`config.mk`:
```
export PLATFORM = sky130hd
export DESIGN_NAME = psram_wb
export DESIGN_NICKNAME = d
export VERILOG_FILES = /design/src/rtl/psram_wb_pkg.sv /design/src/rtl/psram_wb.sv
export SDC_FILE = /design/constraint.sdc
export NUM_CORES = 1
export LEC_CHECK = 0
export CELL_PAD_IN_SITES_DETAIL_PLACEMENT = 1
export CELL_PAD_IN_SITES_GLOBAL_PLACEMENT = 2
export CORE_UTILIZATION = 27
export CTS_BUF_LIST = sky130_fd_sc_hd__clkbuf_4 sky130_fd_sc_hd__clkbuf_8
export CTS_CLUSTER_DIAMETER = 50
export DETAILED_ROUTE_END_ITERATION = 10
export MAX_ROUTING_LAYER = met4
export PLACE_DENSITY_LB_ADDON = 0.25
export RECOVER_POWER = 25
export SETUP_SLACK_MARGIN = 0.05
export SLEW_MARGIN = 25
export SYNTH_ARGS = -nofsm -noshare
export SYNTH_HDL_FRONTEND = slang
export SYNTH_SLANG_ARGS = --single-unit
export TNS_END_PERCENT = 5
```
`constraint.sdc`:
```
create_clock -name clk_i -period 6.4 [get_ports clk_i]
set_clock_uncertainty 0.15 [all_clocks]
set_input_delay 1.28 -clock clk_i [delete_from_list [all_inputs] [get_ports clk_i]]
set_output_delay 1.28 -clock clk_i [all_outputs]
set_load 0.05 [all_outputs]
```
`src/rtl/psram_wb_pkg.sv`:
```
// Shared definitions for the asynchronous PSRAM Wishbone bridge:
// controller state encoding and default timing constants.
package psram_wb_pkg;

  typedef enum logic [2:0] {
    ST_INIT    = 3'd0,
    ST_IDLE    = 3'd1,
    ST_ACCESS  = 3'd2,
    ST_ACK     = 3'd3,
    ST_RECOVER = 3'd4
  } state_t;

  localparam int PSRAM_INIT_CYCLES     = 7500;  // 150 us at 50 MHz
  localparam int PSRAM_ACCESS_CYCLES   = 4;
  localparam int PSRAM_RECOVERY_CYCLES = 1;

endpackage

```
`src/rtl/psram_wb.sv`:
```
// Wishbone classic slave driving an asynchronous-mode PSRAM; one halfword
// per access, with power-up wait, fixed strobe width and inter-access gap.
module psram_wb
  import psram_wb_pkg::*;
#(
  parameter int INIT_CYCLES     = PSRAM_INIT_CYCLES,
  parameter int ACCESS_CYCLES   = PSRAM_ACCESS_CYCLES,
  parameter int RECOVERY_CYCLES = PSRAM_RECOVERY_CYCLES
) (
  input  logic        clk_i,
  input  logic        rst_i,
  input  logic [15:0] wb_dat_i,
  output logic [15:0] wb_dat_o,
  input  logic [31:0] wb_adr_i,
  input  logic [1:0]  wb_sel_i,
  input  logic        wb_we_i,
  input  logic        wb_cyc_i,
  input  logic        wb_stb_i,
  output logic        wb_ack_o,
  output logic [22:0] mem_addr,
  output logic        mem_clk,
  output logic        mem_cre,
  output logic        mem_ce_n,
  output logic        mem_oe_n,
  output logic        mem_we_n,
  output logic        mem_adv_n,
  output logic        mem_ub_n,
  output logic        mem_lb_n,
  output logic [15:0] mem_data_o,
  input  logic [15:0] mem_data_i,
  output logic        mem_data_oe
);

  localparam logic [15:0] INIT_LAST     = 16'(INIT_CYCLES - 1);
  localparam logic [3:0]  ACCESS_LAST   = 4'(ACCESS_CYCLES - 1);
  localparam logic [3:0]  RECOVERY_LAST = 4'(RECOVERY_CYCLES - 1);

  state_t      state_reg;
  logic [15:0] init_cnt_reg;
  logic [3:0]  cnt_reg;
  logic        we_reg;

  // The PSRAM only sees halfword addresses below 16 MB.
  logic unused_adr_bits;
  assign unused_adr_bits = ^{wb_adr_i[31:24], wb_adr_i[0]};

  assign mem_clk = 1'b0;
  assign mem_cre = 1'b0;

  always_ff @(posedge clk_i) begin
    if (rst_i) begin
      state_reg    <= ST_INIT;
      init_cnt_reg <= '0;
      cnt_reg      <= '0;
      we_reg       <= 1'b0;
      wb_ack_o     <= 1'b0;
      wb_dat_o     <= '0;
      mem_addr     <= '0;
      mem_data_o   <= '0;
      mem_data_oe  <= 1'b0;
      mem_ce_n     <= 1'b1;
      mem_oe_n     <= 1'b1;
      mem_we_n     <= 1'b1;
      mem_adv_n    <= 1'b1;
      mem_ub_n     <= 1'b1;
      mem_lb_n     <= 1'b1;
    end else begin
      wb_ack_o <= 1'b0;
      case (state_reg)
        ST_INIT: begin
          // Counts elapsed power-up cycles; requests simply wait here.
          if (init_cnt_reg == INIT_LAST) begin
            state_reg <= ST_IDLE;
          end else begin
            init_cnt_reg <= init_cnt_reg + 16'd1;
          end
        end

        ST_IDLE: begin
          if (wb_cyc_i && wb_stb_i) begin
            if (wb_sel_i != 2'b00) begin
              mem_addr    <= wb_adr_i[23:1];
              mem_data_o  <= wb_dat_i;
              we_reg      <= wb_we_i;
              cnt_reg     <= ACCESS_LAST;
              state_reg   <= ST_ACCESS;
              mem_ce_n    <= 1'b0;
              mem_adv_n   <= 1'b0;
              mem_ub_n    <= ~wb_sel_i[1];
              mem_lb_n    <= ~wb_sel_i[0];
              mem_oe_n    <= wb_we_i;
              mem_we_n    <= ~wb_we_i;
              mem_data_oe <= wb_we_i;
            end else begin
              // No lanes selected: acknowledge without touching the chip.
              wb_ack_o  <= 1'b1;
              state_reg <= ST_ACK;
            end
          end
        end

        ST_ACCESS: begin
          if (cnt_reg == 4'd0) begin
            if (!we_reg) begin
              wb_dat_o <= mem_data_i;
            end
            // A master that abandoned the cycle gets no ack, but the
            // PSRAM strobe has still run its full width.
            wb_ack_o    <= wb_cyc_i & wb_stb_i;
            state_reg   <= ST_ACK;
            mem_ce_n    <= 1'b1;
            mem_oe_n    <= 1'b1;
            mem_we_n    <= 1'b1;
            mem_adv_n   <= 1'b1;
            mem_ub_n    <= 1'b1;
            mem_lb_n    <= 1'b1;
            mem_data_oe <= 1'b0;
          end else begin
            cnt_reg <= cnt_reg - 4'd1;
          end
        end

        ST_ACK: begin
          if (RECOVERY_CYCLES == 0) begin
            state_reg <= ST_IDLE;
          end else begin
            cnt_reg   <= RECOVERY_LAST;
            state_reg <= ST_RECOVER;
          end
        end

        ST_RECOVER: begin
          if (cnt_reg == 4'd0) begin
            state_reg <= ST_IDLE;
          end else begin
            cnt_reg <= cnt_reg - 4'd1;
          end
        end

        default: state_reg <= ST_INIT;
      endcase
    end
  end

endmodule

```
==> flow_metrics.tcl, run 1 <==
set metrics [dict create \
    status "finished, final reports clean" \
    synth_most_common_cell "nand2_1" \
    internal-power_uw 932 \
    drtIter0Drc 142 \
    diodes 0 \
    syn_area_per_cell_um2 8.20 \
    switching_share 0.363 \
    synth.ff_latch_count 86 \
    post_cts_buffers 0 \
    leakagePower_uw 0.00167 \
    vias_per_cell 4.73 \
    holdWs_ns 0.306 \
    clockBufferDepth 2 \
    total_power_uw 1460 \
    ys_types 55 \
    criticalPathCategory "in2reg" \
    slew_headroom 0.265 \
    fillCellCount 1534 \
    ios 136 \
    synthCells 431 \
    cp_max_fo 65 \
    hold_viol 0 \
    cts_tree "yes" \
    clock_latency_ns 0.36 \
    portBuffers 124 \
    stdcell_area_mm2 0.00505 \
    grt_pass1_wl_um 16600 \
    arrival_ns 3.23 \
    post_dp_cell_area_mm2 0.00486 \
    start_util 0.279 \
    core_region_area_mm2 0.0127 \
    tns_ns 0 \
    p_clk_frac 0.257 \
    synth_edf_count 0 \
    drc_errors 0 \
    synth_top_area_share 0.487 \
    cts_sinks 86 \
    synth-main-ff-cell "dfxtp_1" \
    gp_congestion 0.729 \
    syn_to_final_growth_pct 42.9 \
    drv_cap 0 \
    cts_resized 0 \
    wl_um 10600 \
    num_vias 3385 \
    yosysSeqAreaShare 0.487 \
    vdd_drop_max_uv 127 \
    setup_viol 0 \
    drive_above_1_share 0.0496 \
    grt_pass1_vias 3361 \
    worstSetupStartpointType "primary input" \
    regMostFlops "mem_addr" \
    die_h_um 116 \
    dp_hpwl_um 7440 \
    yosysWarnings 0 \
    worst_pin_slew_ns 1.10 \
    cts_root_buffer "clkbuf_8" \
    netlist_top_cells_area "dfxtp_1 (49%), nand2_1 (13%), a21oi_1 (10%), clkbuf_1 (2.1%), nand3_1 (2.0%)" \
    globalRoute.totalOverflow 0 \
    max_freq_mhz 320 \
    rows 41 \
    slew_viol_final 0 \
    grt_usage 0.167 \
    r2r_cells 6 \
    pwr-share-comb 0.313 \
    firstDrtPassIters 4 \
    clk_pin_slew_ns 0.08 \
    rsz0062_at_grt "false" \
    die-area_mm2 0.0136 \
    reg2reg_slack_ns 3.92 \
    cts_buffers 9 \
    syn_area_mm2 0.00353 \
    grt_max_degree 66 \
    fin_crit_sh 0.488 \
    ctsHoldBuffers 0 \
    worstPathRequired_ns 6.51 \
    yosys.area.top_type "dfxtp_1" \
    power_frac_seq 0.430 \
    synth_common_cells "nand2_1 (121), dfxtp_1 (86), a21oi_1 (73)" \
    period_minus_slack_ns 3.12 \
    htreeDepth 3 \
    avgRoutedWirePerCell_um 14.9 \
    async_flop_share 0 \
    largest_reg_flops 23 \
    min_path_cells 2 \
    ant_nets 0 \
    hold_class "reg2reg" \
    die_w_um 116 \
    switchingPower_uw 532 \
    antenna_found_initial 0 \
    end_kind "register" \
    p_per_area_mw_per_mm2 290 \
    fin_util 0.399 \
    fin_nets 612 \
]
path summary, 6_finish.rpt:
kind	from	to
worst max-delay path	rst_i	init_cnt_reg[2]$_SDFFE_PP0P_
worst min-delay path	wb_dat_o[14]$_SDFFE_PP0P_	wb_dat_o[14]$_SDFFE_PP0P_
worst max register to register	cnt_reg[0]$_SDFFE_PP0P_	wb_dat_o[8]$_SDFFE_PP0P_
worst min register to register	wb_dat_o[14]$_SDFFE_PP0P_	wb_dat_o[14]$_SDFFE_PP0P_
critical path, cell delays in order:
cell	delay (ns)
clkbuf_1	0.79
buf_4	0.75
nor2b_1	0.11
mux2_2	0.28
kinds of logic (layout without fill, tap and decap cells):
family	count (synthesis)	count (layout)	share of synthesized area
muxes	1	1	0.00319
and+or+nand+nor	194	194	0.265
DFF	86	86	0.487
buffers and inverters	35	147	0.0496
xor gates and xnor gates	7	7	0.0173
adders and majority gates	3	3	0.00991
AOI/OAI and AO/OA	104	104	0.167
other	1	2	0.00106
per-stage QoR:
step / setup slack (ns) / instances
final: 3.28 / 716
after global routing: 3.18 / 716
after CTS: 3.37 / 716
after detailed placement: 3.07 / 700
after global placement: 3.11 / 700
after floorplan: 3.86 / 432
final cells by class:
type                    count  area (µm²)  share of cell area
flip-flops and latches     86        1720               0.341
multi-input cells         311        1650               0.326
repair buffers            127        1260               0.249
well taps                 172         215              0.0426
clock buffers              14         180              0.0357
clock inverters             2        15.0             0.00297
inverters                   4        15.0             0.00297
cell usage in the layout, fill, tap and decap left out, types with 7 or more instances in the layout:
cell and n:
o21ai_0 9, xor2_1 7, clkbuf_8 12, nor2_1 11, a21oi_1 73, dfxtp_1 86
clkdlybuf4s50_1 123, or3_1 9, nand3_1 14, nand2_1 121
routing by layer:
| metal | vias to the layer above | track usage | share of wire |
|---|---|---|---|
| met1 | 1599 | 0.192 | 0.45 |
| met5 | - | - | 0 |
| met4 | 0 | 0.0410 | 0.0077 |
| li1 | 1689 | - | - |
| met2 | 92 | 0.265 | 0.47 |
| met3 | 5 | 0.0742 | 0.070 |
power groups by stage:
stage,clock network (µW),logic (µW),registers [µW]
detailed placement,0,465,643
global placement,0,457,640
global route,422,496,639
CTS,398,466,630
floorplan,0,238,726
finish,376,458,630
No activity file was read; power rests on OpenSTA's default activity.
==> run 2, diff against run 1 <==
--- a/config.mk
+++ b/config.mk
@@ -7,7 +7,7 @@
 export LEC_CHECK = 0
 export CELL_PAD_IN_SITES_DETAIL_PLACEMENT = 1
 export CELL_PAD_IN_SITES_GLOBAL_PLACEMENT = 2
-export CORE_UTILIZATION = 27
+export CORE_UTILIZATION = 25
 export CTS_BUF_LIST = sky130_fd_sc_hd__clkbuf_4 sky130_fd_sc_hd__clkbuf_8
 export CTS_CLUSTER_DIAMETER = 50
 export DETAILED_ROUTE_END_ITERATION = 10
==> constraint.sdc (replaced) <==
create_clock -name clk_i -period 2.9 [get_ports clk_i]
set_clock_uncertainty 0.15 [all_clocks]
set_input_delay 0.58 -clock clk_i [delete_from_list [all_inputs] [get_ports clk_i]]
set_output_delay 0.58 -clock clk_i [all_outputs]
set_load 0.05 [all_outputs]
==> run 2 against run 1 <==
Combinational power rose by 120%. Via count rose by 1.3%. Clock power is 130% higher. Highest routed layer unchanged. Register-to-register slack got worse by 3.3 ns. Sequential power is 120% higher. Count of clock-buffer cells in the layout down 1. Worst setup slack lost 2.7 ns. Worst hold slack improved by 0.0019 ns. Die area rose by 7.9%.
==> flow_metrics.tcl, run 2 (synthesized netlist as in run 1, its figures left out) <==
set metrics [dict create \
    status "finished, final reports clean" \
    r2r-start "cnt_reg[0]$_SDFFE_PP0P_" \
    whs_endpoint "mem_data_o[11]$_SDFFE_PP0P_" \
    firstDrtPassIters 4 \
    dp_hpwl_um 7550 \
    grt_pass1_wl_um 17500 \
    start_util 0.256 \
    gp_congestion 0.721 \
    crit_family "buffers and inverters" \
    cts_sinks 86 \
    worstSetupStartpointType "register" \
    worst_pin_slew_ns 0.737 \
    cts_resized 0 \
    slew_headroom 0.508 \
    path_buf_inv 1 \
    portBuffers 124 \
    tns_ns 0 \
    power_frac_seq 0.423 \
    diodes 0 \
    core_region_area_mm2 0.0138 \
    post_cts_buffers 0 \
    cp_max_fo 2 \
    syn_to_final_growth_pct 44.2 \
    drc_errors 0 \
    leakagePower_uw 0.00172 \
    holdWs_ns 0.308 \
    p_clk_frac 0.263 \
    clock_latency_ns 0.37 \
    max_freq_mhz 431 \
    cts_root_buffer "clkbuf_8" \
    worstPathRequired_ns 2.17 \
    ios 136 \
    fin_crit_sh 0.801 \
    rsz0062_at_grt "false" \
    vias_per_cell 4.72 \
    die-area_mm2 0.0146 \
    arrival_ns 1.59 \
    worst_slack_ns 0.578 \
    layout_common_cells "nand2_1 (121), clkdlybuf4s50_1 (111), dfxtp_1 (86)" \
    r2r_cells 7 \
    criticalPathCategory "reg2out" \
    regMostFlops "mem_addr" \
    period_minus_slack_ns 2.32 \
    rows 43 \
    layout_commonest_cell "nand2_1" \
    min_path_cells 2 \
    switching_share 0.373 \
    setup_viol 0 \
    pre_cts_ws_ns 0.311 \
    die_w_um 121 \
    reg2reg_slack_ns 0.59 \
    cts_tree "yes" \
    cts_buffers 9 \
    clockBufferDepth 2 \
    switchingPower_uw 1220 \
    fin_nets 615 \
    grt_max_degree 41 \
    slowest_stage "dlygate4sd3_1" \
    drv_cap 0 \
    ant_nets 0 \
    num_vias 3429 \
    grt_pass1_vias 3454 \
    fillCellCount 1630 \
    slew_viol_final 0 \
    end_kind "output port" \
    internal-power_uw 2060 \
    antenna_found_initial 0 \
    p_per_area_mw_per_mm2 644 \
    pwr-share-comb 0.314 \
    clk_pin_slew_ns 0.09 \
    drtIter0Drc 154 \
    largest_reg_flops 23 \
    hold_class "reg2reg" \
    htreeDepth 3 \
    grt_usage 0.159 \
    drive_above_1_share 0.0512 \
    die_h_um 121 \
    min_from "mem_data_o[11]$_SDFFE_PP0P_" \
    hold_viol 0 \
    vdd_drop_max_uv 229 \
    avgRoutedWirePerCell_um 15.2 \
    cpPeakStageDelay_ns 0.89 \
    globalRoute.totalOverflow 0 \
    ctsHoldBuffers 0 \
    worstReg2RegEnd "cnt_reg[1]$_SDFFE_PP0P_" \
    wl_um 11000 \
    cp_cell_sequence "dlygate4sd3_1" \
]
run 2: cell type report:
class | instances | area, µm² | area share
clock buffer | 13 | 173 | 0.0339
timing repair buffer | 130 | 1300 | 0.255
clock inverter | 3 | 25.0 | 0.00491
sequential | 86 | 1720 | 0.338
inverter | 4 | 15.0 | 0.00294
multi-input combinational | 311 | 1640 | 0.321
tap | 180 | 225 | 0.0442
run 2: power groups by stage:
stage               registers [µW]  logic (µW)  clock network, µW
global route                  1400        1130                960
detailed placement            1420        1060                  0
CTS                           1390        1060                898
floorplan                     1600         526                  0
finish                        1390        1030                862
global placement              1410        1040                  0
run 2: metrics by stage:
step                total power [µW]   util  cells  cell area [µm²]
detailed placement              2470  0.355    711             4910
global route                    3490  0.369    727             5100
floorplan                       2130      -    432             3540
CTS                             3350  0.370    727             5110
global placement                2450  0.355    711             4910
finish                          3280  0.369    727             5100
run 2: worst reg2reg max path: stages (launching register included):
cell	delay, ns
dfxtp_1	0.40
inv_1	0.08
ha_1	0.25
or3b_1	0.28
clkbuf_1	0.32
nand2_1	0.26
a221o_1	0.36
a21oi_1	0.13
run 2: metal layers:
metal,wire [µm],up-vias,global-route usage
met5,0,-,-
met4,171,0,0.0602
met1,5020,1629,0.191
li1,-,1698,-
met3,645,14,0.0456
met2,5200,88,0.252
run 2: worst max-delay path by stage:
stage                                 from                         to  slack, ns  cells past startpoint
2_1_floorplan      cnt_reg[0]$_SDFFE_PP0P_  wb_dat_o[10]$_SDFFE_PP0P_       0.77                      9
3_3_place_gp                   wb_sel_i[1]    cnt_reg[1]$_SDFFE_PP0P_       0.38                      5
3_5_place_dp                   wb_sel_i[1]    cnt_reg[1]$_SDFFE_PP0P_       0.31                      5
4_1_cts          wb_dat_o[15]$_SDFFE_PP0P_               wb_dat_o[15]       0.58                      1
5_1_grt            cnt_reg[0]$_SDFFE_PP0P_    cnt_reg[1]$_SDFFE_PP0P_       0.40                      7
6_report       mem_data_o[12]$_SDFFE_PP0P_             mem_data_o[12]       0.58                      1
==> run 3, diff against run 2 <==
==> constraint.sdc (replaced) <==
create_clock -name clk_i -period 2.3 [get_ports clk_i]
set_clock_uncertainty 0.15 [all_clocks]
set_input_delay 0.46 -clock clk_i [delete_from_list [all_inputs] [get_ports clk_i]]
set_output_delay 0.46 -clock clk_i [all_outputs]
set_load 0.05 [all_outputs]
==> run 3 against run 2 <==
Sequential power grew 24%. Flip-flop and latch count is the same. Register-to-register slack lost 0.40 ns. Power grew 38%. First-iteration DRC count grew 2.6%. Clock power grew 65%. Utilization grew 1.5 points. Via count grew 1.6%. Worst setup slack lost 0.45 ns. Critical path type unchanged.
==> flow_metrics.tcl, run 3 (synthesized netlist as in run 1, its figures left out) <==
set metrics [dict create \
    status "finished, final reports clean" \
    ios 136 \
    pre_cts_ws_ns -0.0324 \
    criticalPathCategory "reg2out" \
    p_per_area_mw_per_mm2 855 \
    ant_nets 0 \
    grt_max_degree 41 \
    layout_commonest_cell "clkdlybuf4s50_1" \
    cts_buffers 9 \
    core_region_area_mm2 0.0138 \
    setup_viol 0 \
    rsz0062_at_grt "false" \
    fin_util 0.384 \
    ctsHoldBuffers 0 \
    drtIter0Drc 158 \
    post_dp_cell_area_mm2 0.00506 \
    largest_reg_flops 23 \
    end_kind "output port" \
    regMostFlops "mem_addr" \
    slew_headroom 0.635 \
    layout_common_cells "clkdlybuf4s50_1 (123), nand2_1 (121), dfxtp_1 (86)" \
    slew_viol_final 0 \
    clk_pin_slew_ns 0.09 \
    stdcell_area_mm2 0.00531 \
    worstSetupStartpointType "register" \
    die_h_um 121 \
    wl_um 10900 \
    clockBufferDepth 2 \
    portBuffers 124 \
    avgRoutedWirePerCell_um 14.6 \
    cts_resized 0 \
    clock_latency_ns 0.37 \
    cpPeakStageDelay_ns 0.83 \
    num_vias 3484 \
    cp_cell_sequence "clkdlybuf4s50_1" \
    period_minus_slack_ns 2.17 \
    drv_cap 0 \
    diodes 0 \
    total_power_uw 4540 \
    worst_pin_slew_ns 0.546 \
    arrival_ns 1.56 \
    worstPathRequired_ns 1.69 \
    die-area_mm2 0.0146 \
    fin_nets 633 \
    dp_hpwl_um 7840 \
    cp_max_fo 2 \
    grt_pass1_wl_um 17400 \
    die_w_um 121 \
    cts_sinks 86 \
    grt_pass1_vias 3588 \
    worst_slack_ns 0.132 \
    drive_above_1_share 0.0814 \
    max_freq_mhz 461 \
    crit_family "buffers and inverters" \
    syn_to_final_growth_pct 50.2 \
    hold_class "reg2reg" \
    leakagePower_uw 0.00181 \
    antenna_found_initial 0 \
    drc_errors 0 \
    gp_congestion 0.772 \
    rows 43 \
    vias_per_cell 4.68 \
    fin_crit_sh 0.942 \
    htreeDepth 3 \
    post_cts_buffers 0 \
    firstDrtPassIters 4 \
    vdd_drop_max_uv 361 \
    grt_usage 0.157 \
    cts_root_buffer "clkbuf_8" \
    tns_ns 0 \
    globalRoute.totalOverflow 0 \
    fillCellCount 1607 \
    path_buf_inv 1 \
    hold_viol 0 \
    slowest_stage "clkdlybuf4s50_1" \
    cts_tree "yes" \
    start_util 0.256 \
]
==> run 3: cell types whose count changed in the layout (fill, tap and decap cells not counted), moves of 3 or more <==
cell	delta
buf_4	+15
clkdlybuf4s50_1	+12
dlygate4sd3_1	-12
bufinv_16	+4
clkbuf_8	-3
==> run 3: worst paths after layout <==
path,slack (ns),endpoint,cells past startpoint,startpoint
max,0.13,mem_oe_n,1,mem_oe_n$_SDFFE_PP1P_
min,0.31,wb_dat_o[2]$_SDFFE_PP0P_,2,wb_dat_o[2]$_SDFFE_PP0P_
max reg2reg,0.19,state_reg[0]$_SDFFE_PP0P_,7,cnt_reg[0]$_SDFFE_PP0P_
min reg2reg,0.31,wb_dat_o[2]$_SDFFE_PP0P_,2,wb_dat_o[2]$_SDFFE_PP0P_
==> run 3: metrics by stage <==
stage	instances	hold WS [ns]
floorplan	432	0.304
global placement	729	0.292
detailed placement	729	0.300
CTS	745	0.313
global route	745	0.334
finish	745	0.307
==> run 3: final cells by class <==
| class | count | area [µm²] | area share |
|---|---|---|---|
| repair buffers | 148 | 1440 | 0.271 |
| inverters | 4 | 15.0 | 0.00283 |
| well taps | 180 | 225 | 0.0424 |
| clock buffers | 9 | 124 | 0.0233 |
| flip-flops and latches | 86 | 1720 | 0.324 |
| clock inverters | 7 | 145 | 0.0273 |
| multi-input cells | 311 | 1640 | 0.309 |
==> run 3: per-layer routing <==
metal,GRT usage,part of all wire,vias to the layer above
met3,0.0456,0.054,7
li1,-,-,1731
met2,0.258,0.49,78
met1,0.180,0.45,1668
met5,-,0,-
met4,0.0625,0.011,0
==> run 3: where the power goes <==
group          leakage [µW]  internal [µW]  total, µW  switching (µW)
sequential         0.000695           1620       1730             119
clock              0.000135            839       1420             581
combinational      0.000981            532       1380             852
total               0.00181           2990       4540            1550
